===== config.mk =====
export PLATFORM = sky130hd
export DESIGN_NAME = inst_mem_fetch
export DESIGN_NICKNAME = d
export VERILOG_FILES = /design/src/rtl/inst_mem_pkg.sv /design/src/rtl/inst_mem_array.sv /design/src/rtl/inst_mem_fetch.sv
export SDC_FILE = /design/constraint.sdc
export NUM_CORES = 1
export LEC_CHECK = 0
export CAP_MARGIN = 10
export CORE_ASPECT_RATIO = 0.6
export CORE_MARGIN = 5
export CORE_UTILIZATION = 50
export CTS_CLUSTER_SIZE = 12
export DETAILED_ROUTE_END_ITERATION = 8
export GPL_TIMING_DRIVEN = 0
export PLACE_DENSITY = 0.78
export SYNTH_ARGS = -nofsm -noshare
export SYNTH_HDL_FRONTEND = slang
export SYNTH_SLANG_ARGS = --single-unit
export TNS_END_PERCENT = 50

===== constraint.sdc =====
create_clock -name clk_i -period 2.73 [get_ports clk_i]
set_input_delay 0.6825 -clock clk_i [delete_from_list [all_inputs] [get_ports clk_i]]
set_output_delay 0.6825 -clock clk_i [all_outputs]
set_load 0.02 [all_outputs]

===== src/rtl/inst_mem_pkg.sv =====
// -----------------------------------------------------------------------------
// inst_mem_pkg
// Shared definitions for the loadable instruction memory:
//   NOP_WORD_DEFAULT - word returned on a faulting fetch unless overridden
//   clog2()          - word-index width for a given array depth
//   slot_ctl_t       - control half of a fetch pipeline slot (valid, fault);
//                      the data half is sized by the instantiating module
// -----------------------------------------------------------------------------
package inst_mem_pkg;

  localparam logic [31:0] NOP_WORD_DEFAULT = 32'h0000_0000;

  // Smallest r with 2**r >= value. Bounded loop so it elaborates as a constant.
  function automatic int clog2(input int value);
    int r;
    r = 0;
    for (int i = 0; i < 31; i++) begin
      if ((1 << i) < value) r = i + 1;
    end
    return r;
  endfunction

  typedef struct packed {
    logic valid;
    logic fault;
  } slot_ctl_t;

endpackage


===== src/rtl/inst_mem_array.sv =====
// -----------------------------------------------------------------------------
// inst_mem_array
// DEPTH x DATA_W word storage with one synchronous write port and one
// synchronous read port. Contents are never reset and survive rst_ni; only the
// read-data register is cleared so the fetch output starts at zero.
// Ports:
//   clk_i, rst_ni      clock, async active-low reset (read register only)
//   we_i/waddr_i/wdata_i  write port
//   re_i/raddr_i       read enable and word index; rdata_o holds when re_i=0
//   rdata_o            registered read data
// -----------------------------------------------------------------------------
module inst_mem_array #(
  parameter int DEPTH  = 32,
  parameter int DATA_W = 32,
  parameter int IDX_W  = 5
) (
  input  logic              clk_i,
  input  logic              rst_ni,
  input  logic              we_i,
  input  logic [IDX_W-1:0]  waddr_i,
  input  logic [DATA_W-1:0] wdata_i,
  input  logic              re_i,
  input  logic [IDX_W-1:0]  raddr_i,
  output logic [DATA_W-1:0] rdata_o
);

  logic [DATA_W-1:0] mem_q [DEPTH];
  logic [DATA_W-1:0] rdata_q;

  always_ff @(posedge clk_i) begin
    if (we_i) mem_q[waddr_i] <= wdata_i;
  end

  always_ff @(posedge clk_i or negedge rst_ni) begin
    if (!rst_ni) begin
      rdata_q <= '0;
    end else if (re_i) begin
      rdata_q <= mem_q[raddr_i];
    end
  end

  assign rdata_o = rdata_q;

endmodule


===== src/rtl/inst_mem_fetch.sv =====
// -----------------------------------------------------------------------------
// inst_mem_fetch
// Loadable instruction memory with a request/valid fetch pipeline of LATENCY
// cycles. Faults (misaligned or out-of-range) are decided at acceptance and
// return NOP_WORD without touching the array. Stall freezes every stage.
// Ports:
//   clk_i, rst_ni               clock, async active-low reset
//   req_i, addr_i, ready_o      fetch request / byte address / accept-ready
//   inst_o, inst_valid_o, fault_o  fetch result
//   stall_i                     consumer hold
//   ld_en_i, ld_addr_i, ld_data_i  loader write port (byte address)
// -----------------------------------------------------------------------------
module inst_mem_fetch
  import inst_mem_pkg::*;
#(
  parameter int                ADDR_W   = 32,
  parameter int                DATA_W   = 32,
  parameter int                DEPTH    = 32,
  parameter int                LATENCY  = 1,
  parameter logic [DATA_W-1:0] NOP_WORD = DATA_W'(NOP_WORD_DEFAULT)
) (
  input  logic              clk_i,
  input  logic              rst_ni,
  input  logic              req_i,
  input  logic [ADDR_W-1:0] addr_i,
  output logic              ready_o,
  output logic [DATA_W-1:0] inst_o,
  output logic              inst_valid_o,
  output logic              fault_o,
  input  logic              stall_i,
  input  logic              ld_en_i,
  input  logic [ADDR_W-1:0] ld_addr_i,
  input  logic [DATA_W-1:0] ld_data_i
);

  localparam int IDX_W = clog2(DEPTH);

  typedef struct packed {
    slot_ctl_t         ctl;
    logic [DATA_W-1:0] data;
  } slot_t;

  logic              accept;
  logic [ADDR_W-1:0] fetch_word;
  logic [ADDR_W-1:0] ld_word;
  logic              fetch_misaligned;
  logic              fetch_oor;
  logic              fetch_fault;
  logic              ld_in_range;
  logic              rd_en;
  logic [DATA_W-1:0] rd_data;

  slot_ctl_t         s1_ctl_q, s1_ctl_d;
  logic              s1_nop_q;
  slot_t             s1_slot;

  // A loader write takes the cycle, so there is never a same-edge read/write.
  assign ready_o = ~stall_i & ~ld_en_i;
  assign accept  = req_i & ready_o;

  // Compare the full word address against DEPTH so large addresses never alias.
  assign fetch_word       = {2'b00, addr_i[ADDR_W-1:2]};
  assign ld_word          = {2'b00, ld_addr_i[ADDR_W-1:2]};
  assign fetch_misaligned = |addr_i[1:0];
  assign fetch_oor        = fetch_word >= ADDR_W'(DEPTH);
  assign fetch_fault      = fetch_misaligned | fetch_oor;
  assign ld_in_range      = ld_word < ADDR_W'(DEPTH);
  assign rd_en            = accept & ~fetch_fault;

  inst_mem_array #(
    .DEPTH  (DEPTH),
    .DATA_W (DATA_W),
    .IDX_W  (IDX_W)
  ) u_array (
    .clk_i   (clk_i),
    .rst_ni  (rst_ni),
    .we_i    (ld_en_i & ld_in_range),
    .waddr_i (ld_addr_i[IDX_W+1:2]),
    .wdata_i (ld_data_i),
    .re_i    (rd_en),
    .raddr_i (addr_i[IDX_W+1:2]),
    .rdata_o (rd_data)
  );

  always_comb begin
    s1_ctl_d       = '0;
    s1_ctl_d.valid = accept;
    s1_ctl_d.fault = accept & fetch_fault;
  end

  // Stage 1: control bits beside the array's own read register. s1_nop_q only
  // changes on an accept so that bubbles keep showing the last result.
  always_ff @(posedge clk_i or negedge rst_ni) begin
    if (!rst_ni) begin
      s1_ctl_q <= '0;
      s1_nop_q <= 1'b0;
    end else if (!stall_i) begin
      s1_ctl_q <= s1_ctl_d;
      if (accept) s1_nop_q <= fetch_fault;
    end
  end

  always_comb begin
    s1_slot      = '0;
    s1_slot.ctl  = s1_ctl_q;
    s1_slot.data = s1_nop_q ? NOP_WORD : rd_data;
  end

  // Stages 2..LATENCY are pure delay; data only moves with a valid slot.
  for (genvar g = 0; g < LATENCY; g++) begin : g_stage
    slot_t slot;
    if (g == 0) begin : g_first
      assign slot = s1_slot;
    end else begin : g_delay
      always_ff @(posedge clk_i or negedge rst_ni) begin
        if (!rst_ni) begin
          slot <= '0;
        end else if (!stall_i) begin
          slot.ctl <= g_stage[g-1].slot.ctl;
          if (g_stage[g-1].slot.ctl.valid) slot.data <= g_stage[g-1].slot.data;
        end
      end
    end
  end

  assign inst_o       = g_stage[LATENCY-1].slot.data;
  assign inst_valid_o = g_stage[LATENCY-1].slot.ctl.valid;
  assign fault_o      = g_stage[LATENCY-1].slot.ctl.fault;

endmodule


==> flow_metrics.tcl <==
set metrics [dict create \
    status "finished, final reports clean" \
    cts.reportedPaths.clkPinSlew_ns 0.06 \
    hold_end "u_array.rdata_o[26]" \
    cts_tree "yes" \
    synth_top_area_cell "edfxtp_1" \
    drt_pass1_iterations 6 \
    ff2ff_setup_slack_ns 0.85 \
    drv_cap 0 \
    synth_area_leaders "edfxtp_1 76%, mux4_2 8.7%, mux2i_1 4.7%" \
    drc 0 \
    synthAdderAreaFrac_pct 0 \
    grt_pass1_vias 21720 \
    ys_seq_elements 1059 \
    coreArea_um2 81080 \
    die_area_um2 87450 \
    fin_nets 2411 \
    timing.rr.end "u_array.rdata_o[12]" \
    drive_above_1_share_pct 23.89 \
    track_usage_pct 23.89 \
    yosysMostFrequentCell "edfxtp_1" \
    min-delay-path-class "flip-flop to flip-flop" \
    crit_type "flip-flop to output port" \
    finalHoldViolCount 0 \
    cp.required_ns 2.05 \
    place.gp.congestion 0.9117 \
    fin_crit_ns 2.703 \
    post-route-cell-area_um2 48240 \
    antenna_found_initial 9 \
    synth_top_area_share_pct 75.50 \
    worstSetupEndpointType "output port" \
    cts_htree_levels 3 \
    fin_util_pct 59.49 \
    synth_compound_area_share_pct 3.324 \
    start_kind "flip-flop" \
    start_util_pct 50.23 \
    die_h_um 231.1 \
    tightest_slew_ns 1.346 \
    globalRouteMet1Util_pct 36.07 \
    synth_area_per_cell_um2 20.64 \
    routedWlPerCell_um 30.75 \
    hp-start "u_array.rdata_o[26]" \
    viasPerCell 6.378 \
    routed_wirelength_mm 105.6 \
    irDropWorstVdd_mv 0.5228 \
    finalSetupViolations 0 \
    synth_mux_area_share_pct 13.76 \
    grt_pass1_wl_mm 150.2 \
    synth-simple-area-share_pct 3.444 \
    fmax_mhz 370.0 \
    use_met3_pct 8.007 \
    dpl_cell_area_um2 44320 \
    p_per_area_nw_per_um2 660.1 \
    synthXorXnorAreaFrac_pct 0 \
    path_max_fanout 10 \
    row_count 81 \
    slew_headroom_pct 9.973 \
    io_pins 136 \
    synth_ff_type "edfxtp_1" \
    cts_buffer_depth 3 \
    routed-via-count 21910 \
    cts_buffers 99 \
    leakagePower_uw 0.01601 \
    area_growth_pct 18.44 \
    grt_busiest_layer "met1" \
    die_w_um 378.4 \
    min_path_cells 2 \
    rsz0062_at_grt "true" \
    grt_overflow 0 \
    seq_area_frac_synth_pct 77.66 \
    portBuffers 130 \
    insertion_delay_ns 0.66 \
    synth_top_family_by_area "multiplexers" \
    cp.arrival_ns 2.02 \
    slew_violations 0 \
    tns_ns 0 \
    antenna_left 0 \
    yosys_warnings 0 \
    rr_worst_depth 5 \
    use_met2_pct 33.74 \
    synthDistinctLibCells 47 \
    syn-instance-count 1973 \
    synthArstFlopShare_pct 3.305 \
    drt_iter0_markers 3476 \
    skew_ns 0.02227 \
    synthTopCellsByCount "1024 x edfxtp_1, 192 x mux2i_1, 158 x mux4_2" \
    timing.rr.start "u_array.mem_q[11][12]" \
    period_share_pct 99.01 \
    num-fill-cells 5531 \
    synth_area_um2 40730 \
    grt_max_degree 36 \
    cts_root_buffer "clkbuf_16" \
    dp_hpwl_mm 66.93 \
    clock-sinks 1059 \
    synth_enable_flop_cells 1024 \
    synth_nets 2074 \
]
## layer usage
layer	share of wire, %	routed length (um)	up-vias
met4	2.8	2918	10
li1	-	-	8816
met5	0.065	69	-
met3	15	15980	208
met1	39	40890	11180
met2	43	45750	1699
## registers in the layout, indices dropped and copies added (netlist names)
register,cells
u_array.rdata_o,32
fault_o,1
s1_nop_q,1
inst_valid_o,1
u_array.mem_q,1024
## worst max path at each step
| stage | from | end | slack [ns] | cells after the start |
|---|---|---|---|---|
| after floorplan | ld_addr_i[31] | u_array.mem_q[20][0] | -0.23 | 5 |
| after global placement | ld_en_i | u_array.mem_q[29][4] | -2.49 | 6 |
| after detailed placement | ld_en_i | u_array.mem_q[14][3] | -1.89 | 7 |
| after CTS | ld_en_i | u_array.mem_q[19][3] | -0.02 | 8 |
| after global routing | addr_i[14] | u_array.rdata_o[20] | -0.11 | 7 |
| final | s1_nop_q | inst_o[17] | 0.03 | 3 |
## cell type report
cell class / count / area (um^2) / share of cell area (%)
Sequential cell: 1059 / 31630 / 65.57
Multi-Input combinational cell: 801 / 8763 / 18.17
Timing Repair Buffer: 237 / 2980 / 6.179
Clock buffer: 134 / 2640 / 5.473
Tap cell: 1079 / 1350 / 2.799
Buffer: 109 / 752.0 / 1.559
Clock inverter: 9 / 102.6 / 0.2127
Inverter: 3 / 11.26 / 0.02335
Antenna cell: 4 / 10.01 / 0.02075
## report_power, final
group	switching, uW	internal (uW)	total (uW)
clock	5620	6770	12400
sequential	1.85	17800	17800
combinational	989	642	1630
total	6620	25200	31800
## worst max-delay path: stages (launching register included)
cell and delay (ns):
dfrtp_2 0.51, clkbuf_4 0.27, nor2b_2 0.22, dlygate4sd2_1 0.36
## placed cells by master, fill, tap and decap left out, types with 5 or more instances in the layout
cell             synthesis  routed
mux2i_1                192     192
a22oi_1                 75      75
o21ai_1                 23      23
a22oi_2                 18      18
clkbuf_2                 1      13
o22ai_1                 62      58
nor2_4                   0      32
nor2b_1                 35      28
nand2_1                 36      34
nor2_1                  69      37
dlygate4sd2_1            0      27
nor4_1                  20      20
edfxtp_1              1024    1024
dfrtp_1                 35      34
nand2b_1                 5       5
buf_8                    5      10
nand3b_1                 5       5
nor2b_2                  0       6
clkbuf_4                 2       6
buf_4                   18      58
buf_2                   31      35
buf_12                   1      44
clkdlybuf4s50_1          0      92
mux2_1                   9       9
inv_6                    0       6
mux4_2                 158     158
nand3_1                 36      24
buf_6                   17      17
clkbuf_1                29      51
clkbuf_16                0     103
nand3_2                  0      12
buf_16                   0      16
or4_1                   23      22
## cells by family (layout without fill, tap and decap cells)
family	after synthesis	after routing
flops	1059	1059
compound gates	185	185
buf+inv	113	492
other cells	0	4
simple gates	255	255
mux	361	361
## timing repair
action | in CTS | in global routing
gates cloned | 0 | 0
pin swaps | 31 | 5
hold buffers | 1 | 0
endpoints found under the setup margin | 1087 | 623
hold endpoints to repair | 35 | 0
setup buffers | 36 | 19
resized for setup | 79 | 19
## metrics by stage
stage | hold WS, ns | setup slack, ns | total power [uW] | cells
6_report | 0.4853 | 0.02709 | 31840 | 3435
4_1_cts | 0.4863 | -0.01579 | 31790 | 3395
3_3_place_gp | 0.4653 | -2.488 | 19590 | 3182
5_1_grt | 0.5106 | -0.1111 | 32740 | 3434
3_5_place_dp | 0.4731 | -1.891 | 19670 | 3215
2_1_floorplan | 0.3869 | -0.2279 | 18900 | 1973
Note: power is estimated with default switching activity, not from simulation.
